===== config.mk =====
export PLATFORM = sky130hd
export DESIGN_NAME = alu_flag_unit
export DESIGN_NICKNAME = d
export VERILOG_FILES = /design/src/rtl/alu_flag_unit.sv
export SDC_FILE = /design/constraint.sdc
export NUM_CORES = 1
export LEC_CHECK = 0
export BUFFER_PORTS_ARGS = -buffer_cell sky130_fd_sc_hd__buf_2
export CORE_UTILIZATION = 55
export CTS_CLUSTER_DIAMETER = 120
export CTS_CLUSTER_SIZE = 40
export DETAILED_ROUTE_END_ITERATION = 8
export PLACE_DENSITY = 0.78
export REMOVE_ABC_BUFFERS = 1
export SKIP_CTS_REPAIR_TIMING = 1
export SLEW_MARGIN = 20
export SYNTH_ARGS = -nofsm -noshare
export SYNTH_HDL_FRONTEND = slang
export SYNTH_SLANG_ARGS = --single-unit

===== constraint.sdc =====
create_clock -name clk -period 9.29 [get_ports clk]
set_input_delay 1.858 -clock clk [delete_from_list [all_inputs] [get_ports clk]]
set_output_delay 1.858 -clock clk [all_outputs]
set_load 0.03 [all_outputs]

===== src/rtl/alu_flag_unit.sv =====
// alu_flag_unit: combinational ALU slice with a registered Zero/Sign/Carry flag register.
// The result is DATA_WIDTH+1 bits wide; the top bit carries the carry/borrow out.
// Optional build macro: ALU_OVERFLOW_FLAG_EN adds a registered signed-overflow flag output.
module alu_flag_unit #(
    parameter int unsigned DATA_WIDTH  = 8,
    parameter int unsigned ALU_OP_BITS = 4
) (
    input  logic                   clk,
    input  logic                   reset,
    input  logic [DATA_WIDTH-1:0]  acc,
    input  logic [DATA_WIDTH-1:0]  src,
    input  logic [ALU_OP_BITS-1:0] alu_op,
    input  logic                   carry_in,
    input  logic                   update_flags,
    output logic [DATA_WIDTH:0]    temp_result,
    output logic                   zero_flag,
    output logic                   sign_flag,
    output logic                   carry_flag
`ifdef ALU_OVERFLOW_FLAG_EN
    ,
    output logic                   overflow_flag
`endif
);

    localparam int unsigned N = DATA_WIDTH;

    localparam logic [ALU_OP_BITS-1:0] OpPass = ALU_OP_BITS'(0);
    localparam logic [ALU_OP_BITS-1:0] OpAdd  = ALU_OP_BITS'(1);
    localparam logic [ALU_OP_BITS-1:0] OpSub  = ALU_OP_BITS'(2);
    localparam logic [ALU_OP_BITS-1:0] OpInc  = ALU_OP_BITS'(3);
    localparam logic [ALU_OP_BITS-1:0] OpDec  = ALU_OP_BITS'(4);
    localparam logic [ALU_OP_BITS-1:0] OpRl   = ALU_OP_BITS'(5);
    localparam logic [ALU_OP_BITS-1:0] OpRr   = ALU_OP_BITS'(6);
    localparam logic [ALU_OP_BITS-1:0] OpAnd  = ALU_OP_BITS'(7);
    localparam logic [ALU_OP_BITS-1:0] OpOr   = ALU_OP_BITS'(8);
    localparam logic [ALU_OP_BITS-1:0] OpXor  = ALU_OP_BITS'(9);
    localparam logic [ALU_OP_BITS-1:0] OpNot  = ALU_OP_BITS'(10);

    localparam logic [N:0] One = (N+1)'(1);

    logic [N:0] a_ext;
    logic [N:0] b_ext;
    logic [N:0] cin_ext;

    assign a_ext   = {1'b0, acc};
    assign b_ext   = {1'b0, src};
    assign cin_ext = {{N{1'b0}}, carry_in};

    // Result mux: unsigned N+1 bit arithmetic, unused opcodes produce zero.
    always_comb begin
        temp_result = '0;
        case (alu_op)
            OpPass:  temp_result = b_ext;
            OpAdd:   temp_result = a_ext + b_ext + cin_ext;
            OpSub:   temp_result = a_ext - b_ext - cin_ext;
            OpInc:   temp_result = a_ext + One;
            OpDec:   temp_result = a_ext - One;
            OpRl:    temp_result = {acc[N-1], acc[N-2:0], acc[N-1]};
            OpRr:    temp_result = {acc[0], acc[0], acc[N-1:1]};
            OpAnd:   temp_result = {1'b0, acc & src};
            OpOr:    temp_result = {1'b0, acc | src};
            OpXor:   temp_result = {1'b0, acc ^ src};
            OpNot:   temp_result = {1'b0, ~acc};
            default: temp_result = '0;
        endcase
    end

`ifdef ALU_OVERFLOW_FLAG_EN
    logic ovf_next;

    // Signed overflow: INC/DEC behave as ADD/SUB with a positive operand of one.
    always_comb begin
        ovf_next = 1'b0;
        case (alu_op)
            OpAdd:   ovf_next = (acc[N-1] == src[N-1]) && (temp_result[N-1] != acc[N-1]);
            OpSub:   ovf_next = (acc[N-1] != src[N-1]) && (temp_result[N-1] != acc[N-1]);
            OpInc:   ovf_next = !acc[N-1] && temp_result[N-1];
            OpDec:   ovf_next = acc[N-1] && !temp_result[N-1];
            default: ovf_next = 1'b0;
        endcase
    end

    // Overflow flag register, same reset/update rules as Z/S/C.
    always_ff @(posedge clk or negedge reset) begin
        if (!reset) begin
            overflow_flag <= 1'b0;
        end else if (update_flags) begin
            overflow_flag <= ovf_next;
        end
    end
`endif

    // Z/S/C register; carry bit is excluded from the zero test.
    always_ff @(posedge clk or negedge reset) begin
        if (!reset) begin
            zero_flag  <= 1'b0;
            sign_flag  <= 1'b0;
            carry_flag <= 1'b0;
        end else if (update_flags) begin
            zero_flag  <= (temp_result[N-1:0] == '0);
            sign_flag  <= temp_result[N-1];
            carry_flag <= temp_result[N];
        end
    end

endmodule


# Word-level counts from Yosys, hierarchy flattened
# Cells that the tools add are included.
# Widths: inputs -> output; s select.
# op_classes
add_sub_neg	6
multipliers	0
n_eq_ne	10
div	0
shift	0
magnitude_cmp	0
mux	1
n_reduce_logical	2
bitwise_logic	4
# op_table
cell	n
$pmux 9 s11	1
$eq 4x3->1 const B	4
$eq 4x4->1 const B	3
$add 8x1->9 const B	1
$add 8x8->9	1
$add 9x1->9	1
$sub 8x1->9 const B	1
$sub 8x8->9	1
$sub 9x1->9	1
$and 8x8->8	1
$eq 4x2->1 const B	2
$logic_not 8->1	1
$not 8->8	1
$or 8x8->8	1
$xor 8x8->8	1
$eq 4x1->1 const B	1
$logic_not 4->1	1
# totals
ram_bits	0
n_memories	0
regBits	3
romBits	0
output_inout_bits	12
latch_bits	0
elab_cells	26
inputBits	24

# Logic depth before layout (Yosys ltp)
# Gate-level depths: netlist (run 1).
# depth
word_depth	4
mapped_depth	12
depth_no_buf	11

# Worst setup path after synthesis (run 1)
# No wires, ideal clock.
# synth_timing
kind	input to output
startpoint	input port acc[3]
endpoint	output port temp_result[8]
path_buffers	1
path_slack_ps	3103
t_required_ps	7432
t_arrival_ps	4329
cell_stages	10
path_cell_list	clkbuf_1 > inv_1 > ha_1 > ha_1 > a2111oi_0 > o31ai_1 > xnor2_1 > nor2_1 > a211o_1 > nand3_1
# synth_between
elab_chain_len	3
word_cells_on_any_way	7
cone_classes	add/sub (6); mux (1)
# synth_rtl
item	line_no	rtl
start, declared	10	input logic [DATA_WIDTH-1:0] acc,
$sub 8x8->9 / $add 8x8->9 (equally long branches)	55, 54	
$sub 9x1->9 / $add 9x1->9 (equally long branches)	55, 54	
$pmux 9 s11 *	52	case (alu_op)
end, declared	15	output logic [DATA_WIDTH:0] temp_result,
# Every way passes the cells marked *; elsewhere a longest branch is shown, timed or not.

# Final worst setup path (run 1)
# Ends and elaborated chain as after synthesis.

==> results of run 1 <==
==> stage by stage <==
stage	total power (W)	utilization
after floorplan	0.000109	-
after global placement	0.000153	0.628
after detailed placement	0.000155	0.628
after CTS	0.000195	0.640
after global routing	0.000211	0.640
final	0.000196	0.640
==> cell type report <==
cell class | instances | area [um2]
multi-input combinational | 261 | 1930
fill | 344 | 1360
timing repair buffer | 35 | 175
inverter | 33 | 124
sequential | 3 | 75.1
tap | 48 | 60.1
clock buffer | 4 | 45.0
==> Yosys cell counts, types with 5 or more instances <==
master and count:
nand2b_1 7, nor2b_1 7, nor3_1 11, o21ai_0 18, inv_1 33, clkbuf_1 10, nand2_1 16, a32oi_1 5
nand3_1 12, ha_1 31, a211oi_1 7, xnor2_1 12, a21oi_1 19, o211ai_1 5, nor4_1 5, nor2_1 24
buf_2 8, a22oi_1 9
==> worst paths after layout <==
check / startpoint / to / cells past startpoint
worst max-delay path: acc[3] / temp_result[8] / 11
worst min-delay path: zero_flag$_DFFE_PN0P_ / zero_flag$_DFFE_PN0P_ / 1
worst max register to register: zero_flag$_DFFE_PN0P_ / zero_flag$_DFFE_PN0P_ / 1
worst min register to register: zero_flag$_DFFE_PN0P_ / zero_flag$_DFFE_PN0P_ / 1
max in group asynchronous: reset / carry_flag$_DFFE_PN0P_ / 1
min in group asynchronous: reset / zero_flag$_DFFE_PN0P_ / 1
==> state kept, by name (all words and copies together) (netlist names) <==
signal / flops
carry_flag: 1
sign_flag: 1
zero_flag: 1
==> cell families (layout without fill, tap and decap cells) <==
group / after synthesis / in the layout
XOR/XNOR: 15 / 15
flip-flops: 3 / 3
AND/OR/NAND/NOR: 105 / 105
buffers and inverters: 53 / 72
AO/OA/AOI/OAI: 102 / 102
multiplexers: 4 / 4
adder cells (fa/ha/maj): 35 / 35
==> power by group through the flow <==
| stage | logic [W] | registers (W) | clock network, W |
|---|---|---|---|
| 6_report | 0.000143 | 0.0000152 | 0.0000378 |
| 5_1_grt | 0.000157 | 0.0000154 | 0.0000393 |
| 4_1_cts | 0.000140 | 0.0000153 | 0.0000388 |
| 3_5_place_dp | 0.000139 | 0.0000154 | 0 |
| 3_3_place_gp | 0.000138 | 0.0000153 | 0 |
| 2_1_floorplan | 0.0000910 | 0.0000182 | 0 |
==> per-layer routing <==
layer  routed length, um  GRT usage
met4                  16     0.0516
met5                   0          0
met2                3090      0.512
met1                2900      0.444
met3                 622     0.0625
==> flow_summary_export.csv, run 1 <==
group,metric,value,unit
cts,cts_made_buffers,3,
power_and_ir_drop,ir_worst_vdd,0.0423,mV
setup_path,rrSetupSlack,8.60,ns
die,core_area,3770,um2
final_layout,drive_gt1_frac,0.131,
logic_synthesis,synth_compound_area_frac,0.320,
setup_path,endpoint_kind,"output pin",
drt,via_per_inst,6.53,
die,num_io_pins,36,
logic_synthesis,seq_area_frac_synth,0.0338,
timing,finalWorstSetupSlack,2.55,ns
timing,fin_setup_tns,0,ns
setup_path,worstPathCellList,"buf_2 > inv_1 > ha_1 > ha_1 > a2111oi_0 > o31ai_1 > xnor2_1 > nor2_1 > a211o_1 > nand3_1 > buf_2",
setup_path,critPathKind,"in -> out",
power_and_ir_drop,switching_share,0.516,
drt,num_vias,2508,
logic_synthesis,synth_flop_cell,"dfrtp_1",
final_layout,antenna_cells,0,
final_layout,finalNetCount,396,
power_and_ir_drop,power_frac_seq,0.077,
power_and_ir_drop,p_per_area,81.4,nW/um2
cts,clk_pin_slew,0.03,ns
drt,wl_per_cell,17.3,um
global_route,grt.total_usage,0.319,
timing,tightest_slew,0.947,ns
status,outcome,"completed",
die,dieArea,4290,um2
timing,relSlewSlack,0.367,
logic_synthesis,syn_inst,317,
placement,dp_hpwl,5000,um
logic_synthesis,netlist_area,2220,um2
cts,insertion_delay,0.21,ns
setup_path,arrival,4.89,ns
power_and_ir_drop,comb_power_share,0.730,
logic_synthesis,ys_ff_latch,3,
logic_synthesis,syn_area_per_cell,7.00,um2
drt,post-route-drc-count,0,
die,die_h,65.5,um
setup_path,path_buf_inv,3,
setup_path,cp.required,7.43,ns
logic_synthesis,synthXorXnorAreaFrac,0.0592,
cts,cts_tree,"yes",
placement,post_dp_cell_area,2370,um2
power_and_ir_drop,power_switching,0.000101,W
setup_path,crit_family,"compound AO/OA/AOI/OAI gates",
logic_synthesis,synth_cell_types,60,
drt,routed_wl,6630,um
drt,drt_iter0_markers,285,
cts,cts-root-buf,"clkbuf_8",
timing,drv_slew,0,
setup_path,critPathSlowestCell,"a2111oi_0",
die,start_util,0.588,
drt,firstDrtPassIters,5,
timing,fin_crit,6.74,ns
logic_synthesis,async_flop_share,1.00,
timing,whs,0.490,ns
logic_synthesis,synth_top_area_share,0.175,
die,num_rows,22,
logic_synthesis,synth-simple-area-share,0.262,
timing,fin_crit_sh,0.726,
placement,placed_cells,380,
logic_synthesis,synthAdderAreaFrac,0.211,
logic_synthesis,synthMuxAreaShare,0.0192,
logic_synthesis,synth_top_family_by_area,"compound AO/OA/AOI/OAI gates",
flow_run,drv_cap,0,
final_layout,instances_no_fill,384,
final_layout,final_common_cell,"buf_2",
cts,cts.path.max_buffers,2,
global_route,antenna_found_initial,0,
hold_path,hold_path_class,"reg -> reg",
placement,portBuffers,35,
logic_synthesis,synth_edf_count,0,
timing,clock.fmax,148,MHz
final_layout,most-common-layout-cells,"buf_2 (35), inv_1 (33), ha_1 (31), nor2_1 (24), a21oi_1 (19)",
timing,setup_viol,0,
power_and_ir_drop,p_leak,1.03,nW
drt,drtAntennaViolNets,0,
timing,worst_clock_skew,0,ns
setup_path,cp-start-kind,"primary input",
global_route,grt_overflow,0,
setup_path,critPathMaxFanout,15,
placement,gp_congestion,0.986,
global_route,grt_first_pass_wirelength,10800,um
cts,htreeDepth,1,
timing,rsz0062_at_grt,"false",
global_route,grt_pass1_vias,2221,
die,chipWidth,65.5,um
logic_synthesis,synth.area.top_cells,"ha_1 (17%), inv_1 (5.6%), xnor2_1 (4.7%), a21oi_1 (4.3%), o21ai_0 (4.1%)",
final_layout,area_growth,8.80,%
power_and_ir_drop,p_clk_frac,0.192,
logic_synthesis,ys_warn_count,0,
placement,dp_worst_setup_slack,2.62,ns
power_and_ir_drop,power.internal,0.0000951,W
logic_synthesis,synth_top_cell_by_area,"ha_1",
cts,clock_sink_count,3,
setup_path,slowest_delay,0.81,ns
global_route,grt_max_degree,40,
timing,finalHoldViolCount,0,
final_layout,finalInstanceArea,2410,um2
Power figures use the tool's default switching activity.
==> run 2, diff against run 1 <==
ABC_AREA = 1   (was default)
clock period = 6.4 ns   (was 9.29 ns; I/O delays follow)
==> run 2 against run 1 <==
Effect of this change: global-route usage rose by 0.80 points; critical endpoint unchanged; synthesized area rose by 1.5%; highest routed layer unchanged; die area rose by 1.5%; total power rose by 46%; clock skew did not move; sequential share of layout area fell by 0.12 points.
==> flow_summary_export.csv, run 2 <==
group,metric,value,unit
logic_synthesis,seq_area_frac_synth,0.0333,
logic_synthesis,synth_edf_count,0,
die,die_h,66.0,um
die,start_util,0.593,
logic_synthesis,synth.most_common_cell,"nand2_1",
power_and_ir_drop,power.internal,0.000132,W
logic_synthesis,async_flop_share,1.00,
global_route,grt.total_usage,0.327,
power_and_ir_drop,power_switching,0.000154,W
setup_path,r2r_start,"zero_flag$_DFFE_PN0P_",
timing,clock.fmax,211,MHz
cts,htreeDepth,1,
timing,fin_crit_sh,0.742,
logic_synthesis,ys_ff_latch,3,
timing,setup_viol,0,
final_layout,biggestRegsByFlops,"carry_flag (1), sign_flag (1), zero_flag (1)",
logic_synthesis,synth_cell_types,37,
global_route,grt_max_degree,14,
cts,cts-root-buf,"clkbuf_8",
hold_path,whs_path_depth,2,
power_and_ir_drop,power_frac_seq,0.077,
drt,routed_wl,6700,um
setup_path,cpMostUsedCell,"nand2_1",
logic_synthesis,synth.area.top_cells,"nand2_1 (19%), ha_1 (17%), inv_1 (11%), nor2_1 (9.7%), nand3_1 (8.9%)",
setup_path,reg2reg_to,"zero_flag$_DFFE_PN0P_",
cts,cts_made_buffers,3,
setup_path,arrival,3.47,ns
setup_path,endpoint_kind,"output pin",
timing,relSlewSlack,0.613,
setup_path,critPathSlowestCell,"ha_1",
drt,post-route-drc-count,0,
drt,drt_iter0_markers,253,
drt,wl_per_cell,13.6,um
die,num_rows,22,
timing,finalWorstSetupSlack,1.65,ns
global_route,grt_first_pass_wirelength,11000,um
die,chipWidth,66.0,um
cts,cts.path.max_buffers,2,
final_layout,most-common-layout-cells,"nand2_1 (116), inv_1 (64), nor2_1 (58), nand3_1 (40), buf_2 (35)",
cts,clock_sink_count,3,
logic_synthesis,netlist_area,2250,um2
setup_path,crit_family,"adder cells",
timing,fin_setup_tns,0,ns
hold_path,hold_path_class,"reg -> reg",
timing,finalHoldViolCount,0,
power_and_ir_drop,p_leak,1.46,nW
global_route,grt_pass1_vias,2388,
setup_path,slowest_delay,0.40,ns
timing,drv_slew,0,
timing,tightest_slew,0.578,ns
timing,worst_clock_skew,0,ns
cts,insertion_delay,0.21,ns
die,dieArea,4350,um2
power_and_ir_drop,p_per_area,114,nW/um2
flow_run,drv_cap,0,
status,outcome,"completed",
drt,via_per_inst,5.56,
final_layout,final_common_cell,"nand2_1",
die,num_io_pins,36,
timing,rsz0062_at_grt,"false",
setup_path,cp-start-kind,"primary input",
drt,drtAntennaViolNets,0,
timing,fin_crit,4.75,ns
power_and_ir_drop,comb_power_share,0.727,
setup_path,worstPathCellList,"buf_2 > inv_1 > ha_1 > ha_1 > a21oi_1 > o221ai_1 > nand2_1 > nand2_1 > o21ai_0 > inv_1 > nand2_1 > buf_2",
final_layout,antenna_cells,0,
power_and_ir_drop,switching_share,0.540,
hold_path,hold_end,"carry_flag$_DFFE_PN0P_",
setup_path,path_buf_inv,4,
placement,dp_worst_setup_slack,1.64,ns
setup_path,cp.required,5.12,ns
die,core_area,3800,um2
logic_synthesis,syn_inst,408,
placement,portBuffers,35,
cts,cts_tree,"yes",
global_route,grt_overflow,0,
logic_synthesis,synth_flop_cell,"dfrtp_1",
logic_synthesis,ys_warn_count,0,
setup_path,critPathMaxFanout,8,
final_layout,drive_gt1_frac,0.140,
placement,dp_hpwl,5480,um
placement,gp_congestion,0.947,
power_and_ir_drop,p_clk_frac,0.196,
setup_path,rrSetupSlack,5.80,ns
hold_path,hp-start,"carry_flag$_DFFE_PN0P_",
drt,firstDrtPassIters,5,
drt,num_vias,2734,
logic_synthesis,synth_top_cell_by_area,"nand2_1",
final_layout,finalNetCount,504,
final_layout,area_growth,11.6,%
cts,clk_pin_slew,0.03,ns
logic_synthesis,syn_area_per_cell,5.52,um2
setup_path,ff2ff_path_depth,2,
power_and_ir_drop,ir_worst_vdd,0.158,mV
setup_path,critPathKind,"in -> out",
logic_synthesis,synth_top_area_share,0.193,
logic_synthesis,synthTopCellsByCount,"nand2_1 (116), inv_1 (64), nor2_1 (58)",
global_route,antenna_found_initial,0,
[run 2: cell count changes in the layout (fill, tap and decap cells not counted), sizes merged, moves of 6 or more]
| cell | before | now |
|---|---|---|
| a22oi | 9 | 0 |
| xnor2 | 12 | 1 |
| nor2b | 7 | 0 |
| a211oi | 7 | 0 |
| nand2 | 16 | 129 |
| nand3 | 12 | 42 |
| nand2b | 7 | 0 |
| a21oi | 19 | 13 |
| nor2 | 25 | 65 |
| inv | 33 | 65 |
| nor3 | 11 | 2 |
[run 2: how the worst max path moves through the flow]
stage                       from             end  slack (ns)  cells after the start
after floorplan           acc[5]  temp_result[8]        2.09                     10
after global placement    acc[5]  temp_result[8]        1.67                     12
after detailed placement  acc[5]  temp_result[8]        1.64                     12
after CTS                 acc[5]  temp_result[8]        1.64                     12
after global routing      src[0]  temp_result[5]        1.44                     14
final                     acc[5]  temp_result[8]        1.65                     12
[run 2: area by class of cell]
type                            instances  area, um2
Fill cell                             391       1290
Clock buffer                            4       45.0
Inverter                               66        248
Multi-Input combinational cell        336       1910
Timing Repair Buffer                   35        175
Tap cell                               48       60.1
Sequential cell                         3       75.1
[run 2: power by group through the flow]
| stage | Combinational [W] | Clock, W | Sequential (W) |
|---|---|---|---|
| floorplan | 0.000143 | 0 | 0.0000269 |
| global placement | 0.000202 | 0 | 0.0000223 |
| detailed placement | 0.000205 | 0 | 0.0000224 |
| CTS | 0.000206 | 0.0000577 | 0.0000222 |
| global route | 0.000233 | 0.0000580 | 0.0000223 |
| finish | 0.000208 | 0.0000560 | 0.0000221 |
[run 2: routing by layer]
layer | vias to the layer above | GRT usage | routed length, um
li1 | 1385 | - | -
met1 | 1242 | 0.440 | 3110
met2 | 95 | 0.555 | 3170
met3 | 12 | 0.0259 | 286
met4 | 0 | 0.0904 | 139
met5 | - | 0 | 0
[run 2: logic make-up after synthesis]
| logic type | share of synthesized area |
|---|---|
| XOR/XNOR | 0.00389 |
| buffers and inverters | 0.119 |
| AO/OA/AOI/OAI | 0.139 |
| adder cells (fa/ha/maj) | 0.208 |
| flip-flops | 0.0333 |
| AND/OR/NAND/NOR | 0.497 |
[run 2: metrics by stage]
stage                     area, um2  utilization  hold WS, ns  power (W)  std cells
after global placement         2470        0.650        0.459   0.000224        488
after CTS                      2510        0.661        0.473   0.000286        492
after global routing           2510        0.661        0.484   0.000313        492
after detailed placement       2470        0.650        0.462   0.000227        488
after floorplan                2230            -        0.656   0.000170        405
final                          2510        0.661        0.476   0.000286        492
[run 2: worst min-delay path, stage by stage (launching register included)]
cell and delay [ns]:
dfrtp_1 0.33, nand2_1 0.06, nand2_1 0.06
